## src/rtl/cpu_clk_ctrl_if.sv

```systemverilog
// -----------------------------------------------------------------------------
// cpu_clk_ctrl_if
// Groups the run-control inputs and the phase/status outputs of cpu_clk_ctrl.
//
// Modports:
//   master : run-control source (drives start/step/stop/halt/max_instr,
//            observes phases and status)
//   slave  : cpu_clk_ctrl itself
//
// Signals:
//   start, step, stop, halt, max_instr[ICNT_W]          control -> controller
//   cntrl_clk, clk, fetch, alu_clk, phase[4]            controller -> cpu
//   running, done, timeout, instr_count[ICNT_W]         controller status
//
// Optional macro CPU_CLK_CTRL_BP_EN adds bp_en, bp_addr[AW], pc_addr[AW]
// (inputs to the controller) and bp_hit (output).
// -----------------------------------------------------------------------------
interface cpu_clk_ctrl_if #(
    parameter int ICNT_W = 16,
    parameter int AW     = 5
);
    logic              start;
    logic              step;
    logic              stop;
    logic              halt;
    logic [ICNT_W-1:0] max_instr;
    logic              cntrl_clk;
    logic              clk;
    logic              fetch;
    logic              alu_clk;
    logic [3:0]        phase;
    logic              running;
    logic              done;
    logic              timeout;
    logic [ICNT_W-1:0] instr_count;
`ifdef CPU_CLK_CTRL_BP_EN
    logic              bp_en;
    logic [AW-1:0]     bp_addr;
    logic [AW-1:0]     pc_addr;
    logic              bp_hit;
`endif

    modport master (
        output start, step, stop, halt, max_instr,
`ifdef CPU_CLK_CTRL_BP_EN
        output bp_en, bp_addr, pc_addr,
        input  bp_hit,
`endif
        input  cntrl_clk, clk, fetch, alu_clk, phase, running, done, timeout, instr_count
    );

    modport slave (
        input  start, step, stop, halt, max_instr,
`ifdef CPU_CLK_CTRL_BP_EN
        input  bp_en, bp_addr, pc_addr,
        output bp_hit,
`endif
        output cntrl_clk, clk, fetch, alu_clk, phase, running, done, timeout, instr_count
    );
endinterface

```

## src/rtl/cpu_clk_ctrl.sv

```systemverilog
// -----------------------------------------------------------------------------
// cpu_clk_ctrl
// Clock-phase generator and run controller for the cpu core. Divides
// master_clk into 16-cycle instructions, decodes the cntrl_clk/clk/fetch/
// alu_clk phases, and gates them on instruction boundaries under
// start/step/stop control. Execution ends on cpu halt or when the retired
// instruction count reaches a non-zero budget.
//
// Ports:
//   master_clk : master clock, all state on rising edge
//   rst_       : asynchronous active-low reset
//   bus        : cpu_clk_ctrl_if.slave (control inputs, phases, status)
//
// Optional macro CPU_CLK_CTRL_BP_EN enables a PC breakpoint that stops RUN
// at a boundary into the BREAK state (bp_en/bp_addr/pc_addr/bp_hit).
// -----------------------------------------------------------------------------
module cpu_clk_ctrl #(
    parameter int ICNT_W = 16,
    parameter int AW     = 5
) (
    input  logic          master_clk,
    input  logic          rst_,
    cpu_clk_ctrl_if.slave bus
);

    typedef enum logic [2:0] {
        S_IDLE,
        S_RUN,
        S_STEP,
        S_HALTED,
        S_TIMEOUT
`ifdef CPU_CLK_CTRL_BP_EN
        , S_BREAK
`endif
    } state_t;

    localparam logic [ICNT_W-1:0] COUNT_MAX = '1;

    state_t            state, state_nxt;
    logic [3:0]        cnt, cnt_nxt;
    logic [ICNT_W-1:0] icount, icount_nxt, icount_inc;
    logic              halt_pend, halt_pend_nxt;
    logic              stop_pend, stop_pend_nxt;
    logic              in_exec, next_exec, boundary, budget_hit;
    logic              cntrl_clk_q, clk_q, fetch_q, alu_clk_q;
    logic              running_q, done_q, timeout_q;
`ifdef CPU_CLK_CTRL_BP_EN
    logic              bp_match;
    logic              bp_hit_q;
`endif

    assign in_exec    = (state == S_RUN) || (state == S_STEP);
    assign boundary   = in_exec && (cnt == 4'hF);
    assign icount_inc = (icount == COUNT_MAX) ? icount : icount + 1'b1;
    // Budget is compared against the count this boundary will produce
    assign budget_hit = (bus.max_instr != '0) && (icount_inc == bus.max_instr);
`ifdef CPU_CLK_CTRL_BP_EN
    assign bp_match   = bus.bp_en && (bus.pc_addr == bus.bp_addr);
`endif

    // Next-state, counter and sticky-request logic
    always_comb begin
        state_nxt  = state;
        icount_nxt = icount;

        case (state)
            S_IDLE: begin
                if (bus.start) begin
                    state_nxt  = S_RUN;
                    icount_nxt = '0;
                end else if (bus.step) begin
                    state_nxt  = S_STEP;
                    icount_nxt = '0;
                end
            end
            S_RUN: begin
                if (boundary) begin
                    icount_nxt = icount_inc;
                    if (halt_pend || bus.halt)
                        state_nxt = S_HALTED;
                    else if (budget_hit)
                        state_nxt = S_TIMEOUT;
`ifdef CPU_CLK_CTRL_BP_EN
                    else if (bp_match)
                        state_nxt = S_BREAK;
`endif
                    else if (stop_pend || bus.stop)
                        state_nxt = S_IDLE;
                end
            end
            S_STEP: begin
                // Breakpoints are deliberately not checked so a step can leave one
                if (boundary) begin
                    icount_nxt = icount_inc;
                    if (halt_pend || bus.halt)
                        state_nxt = S_HALTED;
                    else if (budget_hit)
                        state_nxt = S_TIMEOUT;
                    else
                        state_nxt = S_IDLE;
                end
            end
            S_HALTED, S_TIMEOUT
`ifdef CPU_CLK_CTRL_BP_EN
            , S_BREAK
`endif
            : begin
                if (bus.start) begin
                    state_nxt  = S_RUN;
                    icount_nxt = '0;
                end else if (bus.step) begin
                    state_nxt = S_STEP;
                end
            end
            default: state_nxt = S_IDLE;
        endcase

        next_exec = (state_nxt == S_RUN) || (state_nxt == S_STEP);
        // Phase count wraps F->0 on the last boundary, so leaving RUN/STEP lands on 0
        cnt_nxt   = in_exec ? cnt + 4'd1 : 4'd0;

        halt_pend_nxt = next_exec && (halt_pend || (in_exec && bus.halt));
        stop_pend_nxt = next_exec && (stop_pend || (in_exec && bus.stop));
    end

    // State, counters and registered outputs; phase flops load from cnt_nxt
    // so they stay exactly aligned with phase
    always_ff @(posedge master_clk or negedge rst_) begin
        if (!rst_) begin
            state       <= S_IDLE;
            cnt         <= 4'd0;
            icount      <= '0;
            halt_pend   <= 1'b0;
            stop_pend   <= 1'b0;
            cntrl_clk_q <= 1'b1;
            clk_q       <= 1'b0;
            fetch_q     <= 1'b1;
            alu_clk_q   <= 1'b1;
            running_q   <= 1'b0;
            done_q      <= 1'b0;
            timeout_q   <= 1'b0;
`ifdef CPU_CLK_CTRL_BP_EN
            bp_hit_q    <= 1'b0;
`endif
        end else begin
            state       <= state_nxt;
            cnt         <= cnt_nxt;
            icount      <= icount_nxt;
            halt_pend   <= halt_pend_nxt;
            stop_pend   <= stop_pend_nxt;
            cntrl_clk_q <= ~cnt_nxt[0];
            clk_q       <= cnt_nxt[1];
            fetch_q     <= ~cnt_nxt[3];
            alu_clk_q   <= (cnt_nxt != 4'hC);
            running_q   <= next_exec;
            done_q      <= (state_nxt == S_HALTED);
            timeout_q   <= (state_nxt == S_TIMEOUT);
`ifdef CPU_CLK_CTRL_BP_EN
            bp_hit_q    <= (state_nxt == S_BREAK);
`endif
        end
    end

    assign bus.cntrl_clk   = cntrl_clk_q;
    assign bus.clk         = clk_q;
    assign bus.fetch       = fetch_q;
    assign bus.alu_clk     = alu_clk_q;
    assign bus.phase       = cnt;
    assign bus.running     = running_q;
    assign bus.done        = done_q;
    assign bus.timeout     = timeout_q;
    assign bus.instr_count = icount;
`ifdef CPU_CLK_CTRL_BP_EN
    assign bus.bp_hit      = bp_hit_q;
`endif

endmodule
```

## src/flat_wrapper.sv

```systemverilog
// flat-port wrapper written by rule: the top's interface ports become plain ports
module cpu_clk_ctrl_flat 
#(
    parameter int ICNT_W = 16,
    parameter int AW     = 5
)
  (master_clk, rst_, bus_start, bus_step, bus_stop, bus_halt, bus_max_instr, bus_cntrl_clk, bus_clk, bus_fetch, bus_alu_clk, bus_phase, bus_running, bus_done, bus_timeout, bus_instr_count);
  cpu_clk_ctrl_if #(.ICNT_W(ICNT_W), .AW(AW)) bus_i ();
  input  logic master_clk;
  input  logic rst_;
  input wire logic [$bits(bus_i.start)-1:0] bus_start;
  input wire logic [$bits(bus_i.step)-1:0] bus_step;
  input wire logic [$bits(bus_i.stop)-1:0] bus_stop;
  input wire logic [$bits(bus_i.halt)-1:0] bus_halt;
  input wire logic [$bits(bus_i.max_instr)-1:0] bus_max_instr;
  output wire logic [$bits(bus_i.cntrl_clk)-1:0] bus_cntrl_clk;
  output wire logic [$bits(bus_i.clk)-1:0] bus_clk;
  output wire logic [$bits(bus_i.fetch)-1:0] bus_fetch;
  output wire logic [$bits(bus_i.alu_clk)-1:0] bus_alu_clk;
  output wire logic [$bits(bus_i.phase)-1:0] bus_phase;
  output wire logic [$bits(bus_i.running)-1:0] bus_running;
  output wire logic [$bits(bus_i.done)-1:0] bus_done;
  output wire logic [$bits(bus_i.timeout)-1:0] bus_timeout;
  output wire logic [$bits(bus_i.instr_count)-1:0] bus_instr_count;
  assign bus_i.start = bus_start;
  assign bus_i.step = bus_step;
  assign bus_i.stop = bus_stop;
  assign bus_i.halt = bus_halt;
  assign bus_i.max_instr = bus_max_instr;
  assign bus_cntrl_clk = bus_i.cntrl_clk;
  assign bus_clk = bus_i.clk;
  assign bus_fetch = bus_i.fetch;
  assign bus_alu_clk = bus_i.alu_clk;
  assign bus_phase = bus_i.phase;
  assign bus_running = bus_i.running;
  assign bus_done = bus_i.done;
  assign bus_timeout = bus_i.timeout;
  assign bus_instr_count = bus_i.instr_count;
  cpu_clk_ctrl #(.ICNT_W(ICNT_W), .AW(AW)) u_core (.master_clk(master_clk), .rst_(rst_), .bus(bus_i));
endmodule
```

## config.mk

```make
export PLATFORM = sky130hd
export DESIGN_NAME = cpu_clk_ctrl_flat
export DESIGN_NICKNAME = d
export VERILOG_FILES = /design/src/rtl/cpu_clk_ctrl_if.sv /design/src/rtl/cpu_clk_ctrl.sv /design/src/flat_wrapper.sv
export SDC_FILE = /design/constraint.sdc
export NUM_CORES = 1
export LEC_CHECK = 0
export BUFFER_PORTS_ARGS = -buffer_cell sky130_fd_sc_hd__buf_2
export CAP_MARGIN = 25
export CORE_MARGIN = 8
export CORE_UTILIZATION = 55
export CTS_CLUSTER_DIAMETER = 100
export DETAILED_ROUTE_END_ITERATION = 16
export PLACE_DENSITY_LB_ADDON = 0.2
export SYNTH_ARGS = -nofsm -noshare
export SYNTH_HDL_FRONTEND = slang
export SYNTH_SLANG_ARGS = --single-unit
```

## constraint.sdc

```tcl
create_clock -name master_clk -period 3.5 [get_ports master_clk]
set_input_delay 0.7 -clock master_clk [delete_from_list [all_inputs] [get_ports master_clk]]
set_output_delay 0.7 -clock master_clk [all_outputs]
set_load 0.01 [all_outputs]
```

* Yosys cells after proc, flatten, opt, wreduce, memory -nomap -nowiden
Cells that the tools add are included.
** Word-level totals
- Flip-flop bits (word level) :: 32
- Word-level logic and storage cells :: 67
- Input bits :: 22
- Output and inout port bits :: 27
** Operators by class
- Reductions and logical operators :: 19
- Equal/unequal tests :: 15
- $add $sub $neg :: 2
- Multiplexer cells :: 17
- Bitwise logic cells :: 2
** Operators by type and width (number)
- 16-bit two-way mux :: 5
- 16-bit case mux with 3 select lines :: 1
- 3-bit two-way mux :: 9
- 16-bit by 1-bit adder with 16-bit output (second input constant) :: 1
- 16-bit equality test :: 1
- 16-bit equality test (second input constant) :: 1
- 16-bit nonzero test :: 1
- 3-bit by 2-bit equality test with 1-bit output (second input constant) :: 4
- 3-bit case mux with 3 select lines :: 1
- 3-bit by 1-bit equality test with 1-bit output (second input constant) :: 2
- 3-bit equality test (second input constant) :: 2
- 1-bit logical AND :: 6
- 1-bit logical OR :: 6
- 4-bit by 1-bit adder with 4-bit output (second input constant) :: 1
- 4-bit equality test (second input constant) :: 1
- 4-bit two-way mux :: 1
- 4-bit != test (second input constant) :: 1
- 4-bit AND reduction :: 1
- 2-bit OR reduction :: 2
- 3-bit logical NOT :: 1
- 3-bit != test (second input constant) :: 1
- 3-bit nonzero test :: 1
- 3-bit OR reduction :: 1
- 2-bit by 1-bit != test with 1-bit output (second input constant) :: 1
- 2 further kinds :: 3

* Logic depth before layout (Yosys ltp)
Gate-level depths: netlist of the first run.
- Depth after elaboration :: 11
- Gate-level depth with buffers :: 10
- Depth with buffers taken out :: 8

* Least setup slack after synthesis of the first run
Ideal clock, no wire load.
- Path kind :: flip-flop to flip-flop
- From :: reg u_core.icount[0], in the netlist u_core.bus.instr_count[0]
- To :: reg u_core.halt_pend
- Library setup time :: 0.136 ns
- Period minus slack after synthesis :: 2.584 ns
- Slack :: 0.916 ns
- Path buffers :: 1
- Required time :: 3.364 ns
- Cell stages (with the launch flop) :: 10
- Arrival :: 2.448 ns
- Path through :: dfrtp_1 -> ha_1 -> nand3_1 -> buf_2 -> nor4_4 -> or4_2 -> nand3_2 -> o311ai_1 -> a221oi_1 -> a21oi_1
** On the way
- Longest elaborated chain between the ends :: 11
- Elaborated cells on any way between the ends :: 16
- Those cells by class :: add/sub (1); eq/ne (4); mux (8); reduce/logical (3)
** RTL lines
- start, declared :: RTL line cpu_clk_ctrl.sv:41 : logic [ICNT_W-1:0] icount, icount_nxt, icount_inc;
- start signal, assigned :: RTL line cpu_clk_ctrl.sv:148 : icount <= icount_nxt;
- 16-bit by 1-bit adder with 16-bit output or 16-bit equality test (tied branches) :: RTL line cpu_clk_ctrl.sv:54 : assign icount_inc = (icount == COUNT_MAX) ? icount : icount + 1'b1;
- 16-bit two-way mux * :: RTL line cpu_clk_ctrl.sv:54
- 16-bit equality test * :: RTL line cpu_clk_ctrl.sv:56 : assign budget_hit = (bus.max_instr != '0) && (icount_inc == bus.max_instr);
- 1-bit logical AND * :: RTL line cpu_clk_ctrl.sv:56
- 3-bit two-way mux, on equally long branches :: RTL line cpu_clk_ctrl.sv:81, cpu_clk_ctrl.sv:97
- 3-bit two-way mux, on equally long branches :: RTL line cpu_clk_ctrl.sv:79, cpu_clk_ctrl.sv:95
- 3-bit two-way mux, on equally long branches :: RTL line cpu_clk_ctrl.sv:77, cpu_clk_ctrl.sv:93
- 3-bit case mux with 3 select lines * :: RTL line cpu_clk_ctrl.sv:66 : case (state)
- 3-bit by 1-bit equality test with 1-bit output or 3-bit by 2-bit equality test with 1-bit output (tied branches) :: RTL line cpu_clk_ctrl.sv:118 : next_exec = (state_nxt == S_RUN) || (state_nxt == S_STEP);
- 1-bit logical OR * :: RTL line cpu_clk_ctrl.sv:118
- 1-bit logical AND * :: RTL line cpu_clk_ctrl.sv:122 : halt_pend_nxt = next_exec && (halt_pend || (in_exec && bus.halt));
- named net u_core.halt_pend_nxt :: RTL line cpu_clk_ctrl.sv:42 : logic halt_pend, halt_pend_nxt;
- end signal, assigned :: RTL line cpu_clk_ctrl.sv:149 : halt_pend <= halt_pend_nxt;
- end, declared :: RTL line cpu_clk_ctrl.sv:42
Mark *: on every way through the listed nets, which the timed path passes. The rest lies on a longest branch.
A chain may end at the register's enable or synchronous reset.

* Final worst setup path of the first run
Ends and elaborated chain as after synthesis.

==> results_dict.tcl, run 1 <==
set metrics [dict create \
    run_status "complete, no violations" \
    layout_worst_path_cycle_share_pct 81.3 \
    timing.critical_path.to_type "flip-flop" \
    post_cts_buffers 0 \
    critical_path_cell_by_cell "ha_1 > nand3_1 > nor4_4 > buf_4 > or4_2 > nand3_2 > o311ai_1 > a221oi_1 > a21oi_1" \
    fin_setup_tns_ps 0 \
    numPortBuffers 48 \
    multiInputGateArea_sq_mm 0.00148 \
    yosys_register_bits 31 \
    slew-limit-headroom_pct 40.8 \
    worst-setup-path-type "flip-flop to flip-flop" \
    power_per_cell_area_mw_per_mm2 446 \
    worst_skew_pair_latency_ps 280 \
    drt_drc_violations_left 0 \
    max_stage_delay_ps 680 \
    num_vias 2374 \
    clock_skew_ps 10.7 \
    syn_inst 283 \
    synth_warnings 0 \
    grt_overflow_total 0 \
    dieArea_sq_mm 0.00673 \
    rsz0062_at_grt "no" \
    crit_start "u_core.bus.instr_count[0]" \
    async_reset_ff_share_pct 100 \
    layout.area.seq_sq_um 779 \
    max-cap-violations 0 \
    cts_hold_buf 0 \
    final-hold-violation-count 0 \
    via_per_inst 6.31 \
    final-instance-count-excl-fill 376 \
    gp_congestion 0.970 \
    die_x_um 82.0 \
    number_of_global_route_vias_before_repair 2200 \
    upper_clock_frequency_limit_mhz 351 \
    ctsRootBufferMaster "clkbuf_8" \
    layout-area-overhead-vs-synth_pct 13.9 \
    dp_hpwl_mm 4.90 \
    timing.rr.start "u_core.bus.instr_count[0]" \
    detailedRoute.firstIterationViolations 305 \
    global_route_usage_sum_pct 20.7 \
    num_antenna_cells 0 \
    pin_count 49 \
    number_of_rows_created_at_floorplan 24 \
    drt_first_pass_iters 5 \
    grt_antenna_before_repair 0 \
    ant_nets 0 \
    clock_path_buffers 2 \
    critical-path-top-delay-family "simple AND/OR/NAND/NOR gates" \
    clock_tree_from_tritoncts "yes" \
    min_period_ps 2850 \
    ys_types 66 \
    fillCellCount 374 \
    timing.critical_path.slowest_stage_cell "or4_2" \
    drive_above_1_share_pct 25.0 \
    nNetsFinal 347 \
    finalWirelength_mm 6.67 \
    finalMaxSlewViolations 0 \
    cts_repair_resize_count 0 \
    grt_max_degree 32 \
    synth_nets 307 \
    tritoncts.num_buffers 5 \
    synth_area_sq_mm 0.00240 \
    grt_pass1_wl_mm 10.8 \
    timing.critical_path.buf_inv 1 \
    p_leak_nw 1.18 \
    placedCellCount 368 \
    worst_r2r_path_depth 9 \
    launching_element_type_of_the_critical_path "flip-flop" \
    htreeDepth 2 \
    critPathArrivalTime_ps 3000 \
    die_height_um 82.0 \
    finalSetupViolations 0 \
    floorplan.initialDensity_pct 56.2 \
    avgRoutedWirePerCell_um 17.7 \
    worst_pin_slew_ps 866 \
    post_synth_edffs 0 \
    critical_path.max_fanout 12 \
    numClockSinks 31 \
    sequential_share_of_the_synthesized_area_pct 32.5 \
    ys_dominant_reg_cell "dfrtp_1" \
    crit_required_ps 3650 \
    floorplan.core_area_sq_mm 0.00426 \
    worst_hold_path_type "input port to asynchronous set/reset pin" \
    critical_path_cell_count 9 \
    max-vdd-ir-drop_v 0.000348 \
    clock_pin_slew_of_the_registers_on_the_worst_case_setup_and_hold_paths_ps 70 \
    synthesis.area_per_instance_sq_um 8.47 \
]
==> flip-flops by register name (all words and copies together) (netlist names) <==
name                    count
u_core.bus.alu_clk          1
u_core.halt_pend            1
u_core.bus.done             1
u_core.bus.cntrl_clk        1
u_core.stop_pend            1
u_core.state                3
u_core.bus.instr_count     16
u_core.bus.running          1
u_core.bus.timeout          1
u_core.bus.fetch            1
u_core.bus.phase            4
==> report_power, final <==
| part | total (mW) | switching, mW | internal, mW |
|---|---|---|---|
| Clock | 0.293 | 0.134 | 0.158 |
| Combinational | 0.454 | 0.277 | 0.177 |
| Sequential | 0.470 | 0.0513 | 0.419 |
==> cell usage in the layout, fill, tap and decap left out, types with 6 or more instances in the layout <==
master    netlist  final
o21ai_0        18     18
nand2_1        22     22
dfrtp_1        28     28
a21oi_1        17     17
nor3_1          6      6
xor2_1          6      6
xnor2_1        14     14
buf_2           9     48
clkbuf_8        0      6
nor2_1         28     28
nor4_1          7      7
nand3_1        13     13
inv_1          13     13
nand4_1         7      7
==> layout make-up <==
class	instances	area share, %
multi-input cells	220	54.0
flip-flops and latches	31	28.6
well taps	52	2.38
repair buffers	52	9.90
inverters	13	1.79
clock inverters	1	0.183
clock buffers	7	3.16
==> final timing paths <==
| check | endpoint | slack, ps |
|---|---|---|
| hold reg to reg | u_core.stop_pend | 550 |
| max in group asynchronous | u_core.bus.phase[1] | 2560 |
| setup reg to reg | u_core.halt_pend | 650 |
| min in group master_clk | u_core.stop_pend | 550 |
| hold / removal | u_core.bus.instr_count[12] | 470 |
| setup / recovery | u_core.halt_pend | 650 |
==> per-layer routing <==
metal	GRT usage, %	vias to the layer above	part of all wire (%)
li1	-	1134	-
met1	27.7	1120	43
met2	31.3	104	46
met3	4.92	16	9.3
met4	8.25	0	2.2
met5	0	-	0
==> synth_stat cells (all sizes together) (3+ instances only) <==
library cell	instances	share of area (%)
and3	3	0.78
nand4	8	2.7
nor4	11	4.6
a21o	3	0.99
o21a	3	0.94
o21ai	19	4.1
xnor2	14	5.1
o41ai	3	1.1
inv	13	2.0
a31oi	3	0.78
nand2b	4	1.0
nor2	30	5.1
o31ai	5	1.6
and4	3	1.1
xor2	6	2.2
nor3	6	1.3
dfrtp	28	29
mux2i	3	1.3
nand2	22	3.4
dfstp	3	3.3
nand3	14	3.1
and2	3	0.78
or4	4	1.4
buf	11	2.7
clkbuf	8	1.3
a21oi	17	3.5
==> through the flow <==
stage          setup slack (ps)  hold slack (ps)  cell area [sq um]  utilization, %  power (mW)
3_5_place_dp                705              515               2640            61.9       0.926
6_report                    654              469               2730            64.0        1.22
4_1_cts                     680              489               2730            64.0        1.23
3_3_place_gp                770              504               2640            61.9       0.919
5_1_grt                     461              529               2730            64.0        1.30
2_1_floorplan               916              404               2400               -       0.799
==> cells by family (layout without fill, tap and decap cells) <==
| group | after synthesis | after routing | synth area share [%] |
|---|---|---|---|
| compound gates | 77 | 77 | 23.4 |
| xor+xnor | 20 | 20 | 7.31 |
| fa+ha+maj | 2 | 2 | 1.04 |
| buf+inv | 32 | 73 | 5.95 |
| flops | 31 | 31 | 32.5 |
| mux | 3 | 3 | 1.25 |
| simple gates | 118 | 118 | 28.5 |
No activity file was read; power rests on OpenSTA's default activity.
==> run 2, diff against run 1 <==
clock period = 2.7 ns   (was 3.5 ns; I/O delays follow)
==> run 2 against run 1 <==
Effect of this change:
- die area did not move
- hold slack got worse by 160 ps
- final cell count rose by 4.5%
- first-iteration DRC count fell by 28%
- sequential share of layout area fell by 1.8 points
- combinational power rose by 35%
- maximum frequency rose by 8.3%
- critical endpoint unchanged
- register-to-register slack got worse by 580 ps
- via count rose by 6.5%
==> results_dict.tcl, run 2 (same netlist as run 1, synthesis figures left out) <==
set metrics [dict create \
    gp_congestion 0.943 \
    critical_path.max_fanout 9 \
    timing.critical_path.slowest_stage_cell "dfrtp_1" \
    worst_skew_pair_latency_ps 280 \
    via_per_inst 6.43 \
    clock_skew_ps 6.65 \
    layout.cells.most_common "buf_2" \
    grt_overflow_total 0 \
    finalWirelength_mm 7.28 \
    grt_antenna_before_repair 0 \
    timing.critical_path.to_type "flip-flop" \
    global_route_usage_sum_pct 22.1 \
    num_vias 2528 \
    launching_element_type_of_the_critical_path "flip-flop" \
    most_frequent_cells_in_the_layout "buf_2, nor2_1, dfrtp_1" \
    critical-path-top-delay-family "simple AND/OR/NAND/NOR gates" \
    clock_tree_from_tritoncts "yes" \
    pin_count 49 \
    critical_path_cell_by_cell "nand4_4 > nor4_4 > buf_4 > a21oi_1 > nor3b_1 > o311ai_1 > a221oi_2 > a21oi_1" \
    ant_nets 0 \
    finalSetupViolations 0 \
    nNetsFinal 364 \
    worst_hold_path_type "input port to asynchronous set/reset pin" \
    timing.critical_path.buf_inv 1 \
    post-place-ws_ps 94.2 \
    avgRoutedWirePerCell_um 18.5 \
    num_antenna_cells 0 \
    drt_first_pass_iters 5 \
    critPathArrivalTime_ps 2780 \
    detailedRoute.firstIterationViolations 221 \
    max-cap-violations 0 \
    numPortBuffers 48 \
    number_of_rows_created_at_floorplan 24 \
    crit_required_ps 2860 \
    dieArea_sq_mm 0.00673 \
    dp_hpwl_mm 5.43 \
    fin_setup_tns_ps 0 \
    layout-area-overhead-vs-synth_pct 21.4 \
    worst-setup-path-type "flip-flop to flip-flop" \
    final-hold-violation-count 0 \
    min_period_ps 2630 \
    numClockSinks 31 \
    fillCellCount 352 \
    die_x_um 82.0 \
    layout_worst_path_cycle_share_pct 97.3 \
    drive_above_1_share_pct 29.9 \
    max-vdd-ir-drop_v 0.000449 \
    slew-limit-headroom_pct 50.5 \
    finalMaxSlewViolations 0 \
    drt_drc_violations_left 0 \
    power_per_cell_area_mw_per_mm2 585 \
    path_common_cell "a21oi_1" \
    tritoncts.num_buffers 5 \
    post_cts_buffers 0 \
    max_stage_delay_ps 540 \
    grt_max_degree 32 \
    upper_clock_frequency_limit_mhz 381 \
    die_height_um 82.0 \
    grt_pass1_wl_mm 11.6 \
    clock_pin_slew_of_the_registers_on_the_worst_case_setup_and_hold_paths_ps 70 \
    floorplan.initialDensity_pct 56.2 \
    run_status "complete, no violations" \
    htreeDepth 2 \
    floorplan.core_area_sq_mm 0.00426 \
    largest_register_ff_count 16 \
    clock_path_buffers 2 \
    number_of_global_route_vias_before_repair 2354 \
    p_leak_nw 1.30 \
    final_critical_path_setup_slack_ps 72.7 \
    worst_pin_slew_ps 740 \
    ctsRootBufferMaster "clkbuf_8" \
]
-- run 2: metal layers --
metal	track usage, %	wire length [um]	vias up
met1	29.2	3080	1181
met5	0	0	-
met3	5.69	720	28
met4	9.12	187	0
met2	33.4	3300	145
li1	-	-	1174
-- run 2: worst register-to-register path: stages, from the launching register on --
cell,delay (ps)
dfrtp_1,540
nand4_4,240
nor4_4,450
buf_4,230
a21oi_1,50
nor3b_1,350
o311ai_1,180
a221oi_2,340
a21oi_1,120
-- run 2: area by class of cell --
cell class                 count  area, sq um  share of cell area (%)
clock buffer                   6         82.6                    2.84
clock inverter                 2         35.0                    1.20
inverter                      13         48.8                    1.68
multi-input combinational    220         1500                    51.6
sequential                    31          779                    26.8
tap                           52         65.1                    2.24
timing repair buffer          69          398                    13.7
-- run 2: through the flow --
| stage | utilization [%] | hold WS, ps | instance area (sq um) | std cells | power, mW |
|---|---|---|---|---|---|
| final | 68.3 | 304 | 2910 | 393 | 1.70 |
| after global routing | 68.3 | 362 | 2910 | 393 | 1.81 |
| after CTS | 67.6 | 328 | 2880 | 393 | 1.69 |
| after detailed placement | 64.9 | 522 | 2770 | 385 | 1.21 |
| after global placement | 64.9 | 500 | 2770 | 385 | 1.19 |
| after floorplan | - | 244 | 2400 | 283 | 1.04 |
-- run 2: final timing paths --
check	slack, ps	to	cells after the start	start
worst min-delay path	300	u_core.state[1]	1	rst_
worst min register to register	550	u_core.stop_pend	2	u_core.stop_pend
min in group master_clk	550	u_core.stop_pend	2	u_core.stop_pend
worst max-delay path	70	u_core.halt_pend	8	u_core.bus.instr_count[8]
max in group asynchronous	1950	u_core.stop_pend	1	rst_
worst max register to register	70	u_core.halt_pend	8	u_core.bus.instr_count[8]
-- run 2: what timing repair did --
item,in CTS,in global routing
hold buffers,0,0
endpoints found under the hold margin,0,0
resized for setup,0,4
endpoints found under the setup margin,0,7
-- run 2: power breakdown --
group	internal, mW	total, mW	switching, mW
logic	0.237	0.615	0.378
clock network	0.298	0.476	0.177
registers	0.543	0.612	0.0694
==> run 3, diff against run 2 <==
ABC_AREA = 1   (was default)
CORE_UTILIZATION = 54   (was 55)
==> run 3 against run 2 <==
Effect of this change:
- critical path depth increased by 8
- critical endpoint unchanged
- area after synthesis is 10% lower
- combinational power shrank 11%
- synthesized cell count grew 18%
==> results_dict.tcl, run 3 <==
set metrics [dict create \
    numPortBuffers 48 \
    power_per_cell_area_mw_per_mm2 633 \
    syn_inst 334 \
    async_reset_ff_share_pct 100 \
    cts_hold_buf 0 \
    yosys-top-cells-area "dfrtp_1, nand2_1, nand3_1" \
    grt_antenna_before_repair 0 \
    fin_setup_tns_ps 0 \
    globalRouteMet1Util_pct 23.1 \
    grt_busiest_layer "met2" \
    min_period_ps 2370 \
    ys_dominant_reg_cell "dfrtp_1" \
    detailed_place.area_sq_mm 0.00245 \
    worst_skew_pair_latency_ps 290 \
    dominant_cell_by_count_in_the_synthesized_netlist "nand2_1" \
    number_of_global_route_vias_before_repair 2372 \
    drive_above_1_share_pct 20.4 \
    worst_pin_slew_ps 739 \
    synth.top_cell.area_share_pct 32.6 \
    max-cap-violations 0 \
    worst_hold_slack_ps 290 \
    layout.cells.most_common "nand2_1" \
    finalSetupViolations 0 \
    globalRouteMet2Util_pct 35.4 \
    design_power_total_mw 1.63 \
    ys_types 26 \
    worst-setup-path-type "flip-flop to flip-flop" \
    critPathArrivalTime_ps 2590 \
    final-hold-violation-count 0 \
    crit_start "u_core.bus.instr_count[0]" \
    slew-limit-headroom_pct 50.1 \
    finalMaxSlewViolations 0 \
    dieArea_sq_mm 0.00626 \
    dp_hpwl_mm 4.69 \
    post_synth_edffs 0 \
    pin_count 49 \
    finalWirelength_mm 6.18 \
    synth_commonest_cells "nand2_1, inv_1, nor2_1" \
    upper_clock_frequency_limit_mhz 421 \
    max_stage_delay_ps 430 \
    yosys_register_bits 31 \
    drt_first_pass_iters 4 \
    timing.critical_path.slowest_stage_cell "dfrtp_1" \
    synth_nets 358 \
    timing.rr.start "u_core.bus.instr_count[0]" \
    die_x_um 79.1 \
    path_common_cell "nand2_2" \
    number_of_rows_created_at_floorplan 23 \
    via_per_inst 5.40 \
    floorplan.core_area_sq_mm 0.00391 \
    grt_pass1_wl_mm 10.6 \
    tritoncts.num_buffers 5 \
    clock_pin_slew_of_the_registers_on_the_worst_case_setup_and_hold_paths_ps 70 \
    clock_tree_from_tritoncts "yes" \
    drt_drc_violations_left 0 \
    grt_util_met3_pct 6.21 \
    most_frequent_cells_in_the_layout "nand2_1, inv_1, nor2_1, buf_2, nand3_1" \
    sequential_share_of_the_synthesized_area_pct 36.2 \
    num_vias 2367 \
    p_leak_nw 1.36 \
    detailedRoute.firstIterationViolations 237 \
    ant_nets 0 \
    timing.critical_path.to_type "flip-flop" \
    nNetsFinal 411 \
    rsz0062_at_grt "no" \
    global_route_usage_sum_pct 20.8 \
    crit_required_ps 2920 \
    grt_max_degree 32 \
    netlist.top_cell.by_area "dfrtp_1" \
    floorplan.initialDensity_pct 55.0 \
    htreeDepth 2 \
    num_antenna_cells 0 \
    largest_register_ff_count 16 \
    gp_congestion 0.937 \
    critical_path.max_fanout 20 \
    grt_overflow_total 0 \
    run_status "complete, no violations" \
    avgRoutedWirePerCell_um 14.1 \
    launching_element_type_of_the_critical_path "flip-flop" \
    clock_path_buffers 2 \
    synth_warnings 0 \
    worst_hold_path_type "input port to asynchronous set/reset pin" \
    synth_area_sq_mm 0.00215 \
    clock_skew_ps 8.75 \
    layout_worst_path_cycle_share_pct 87.9 \
    layout-area-overhead-vs-synth_pct 19.4 \
    die_height_um 79.1 \
    critical_path_cell_by_cell "ha_1 > nand2_1 > nor2_2 > nand2_2 > inv_2 > nand2_4 > nand3_1 > nand2_1 > o21ai_1 > nor2_1 > nand3_1 > o21bai_2 > nand2_2 > nand2_2 > nand2_2 > nor2_1" \
    synthesis.area_per_instance_sq_um 6.44 \
    layout.cell_area.non_filler_sq_mm 0.00257 \
    ctsRootBufferMaster "clkbuf_8" \
    max-vdd-ir-drop_v 0.000621 \
    numClockSinks 31 \
]
## run 3: cells by family after synthesis
group           after synthesis  synth area share (%)
compound gates               35                  9.42
xor+xnor                      4                  1.63
fa+ha+maj                     2                  1.16
buf+inv                      62                  11.4
flops                        31                  36.2
simple gates                200                  40.2
## run 3: final timing paths
check / slack [ps] / cells past startpoint / endpoint
setup / recovery: 330 / 16 / u_core.halt_pend
max in group asynchronous: 1960 / 1 / u_core.bus.instr_count[5]
hold / removal: 290 / 1 / u_core.bus.instr_count[4]
min in group master_clk: 500 / 2 / u_core.stop_pend
setup reg to reg: 330 / 16 / u_core.halt_pend
hold reg to reg: 500 / 2 / u_core.stop_pend
## run 3: what timing repair did
| action | 4_1_cts | 5_1_grt |
|---|---|---|
| setup endpoints to repair | 0 | 3 |
| resized for setup | 0 | 1 |
| buffers inserted | 0 | 0 |
## run 3: cell type report
type	count	area (sq um)
Multi-Input combinational cell	241	1130
Sequential cell	31	779
Clock buffer	6	82.6
Tap cell	50	62.6
Inverter	57	214
Clock inverter	2	35.0
Fill cell	382	1350
Timing Repair Buffer	51	263
## run 3: metrics by stage
stage	setup WS [ps]	util, %	std cells
after floorplan	610	-	334
after global placement	367	62.5	430
after detailed placement	239	62.5	430
after CTS	206	65.5	438
after global routing	60.9	65.6	438
final	326	65.6	438
## run 3: worst max-delay path: cells and delay by family, from the launching register on
family / cells / cell delay, ps
buffers and inverters: 1 / 70
adder cells (fa/ha/maj): 1 / 250
flip-flops: 1 / 430
AND/OR/NAND/NOR: 12 / 1300
AO/OA/AOI/OAI: 2 / 240
## run 3: layer usage
| metal | vias up | share of wire, % |
|---|---|---|
| met5 | - | 0 |
| met4 | 0 | 3.2 |
| met3 | 20 | 8.1 |
| met2 | 87 | 49 |
| met1 | 1091 | 39 |
| li1 | 1169 | - |
## run 3: power breakdown
part | leakage (nW) | switching (mW) | internal (mW)
combinational | 0.890 | 0.355 | 0.194
clock | 0.0612 | 0.178 | 0.298
sequential | 0.408 | 0.0483 | 0.551
total | 1.36 | 0.582 | 1.04
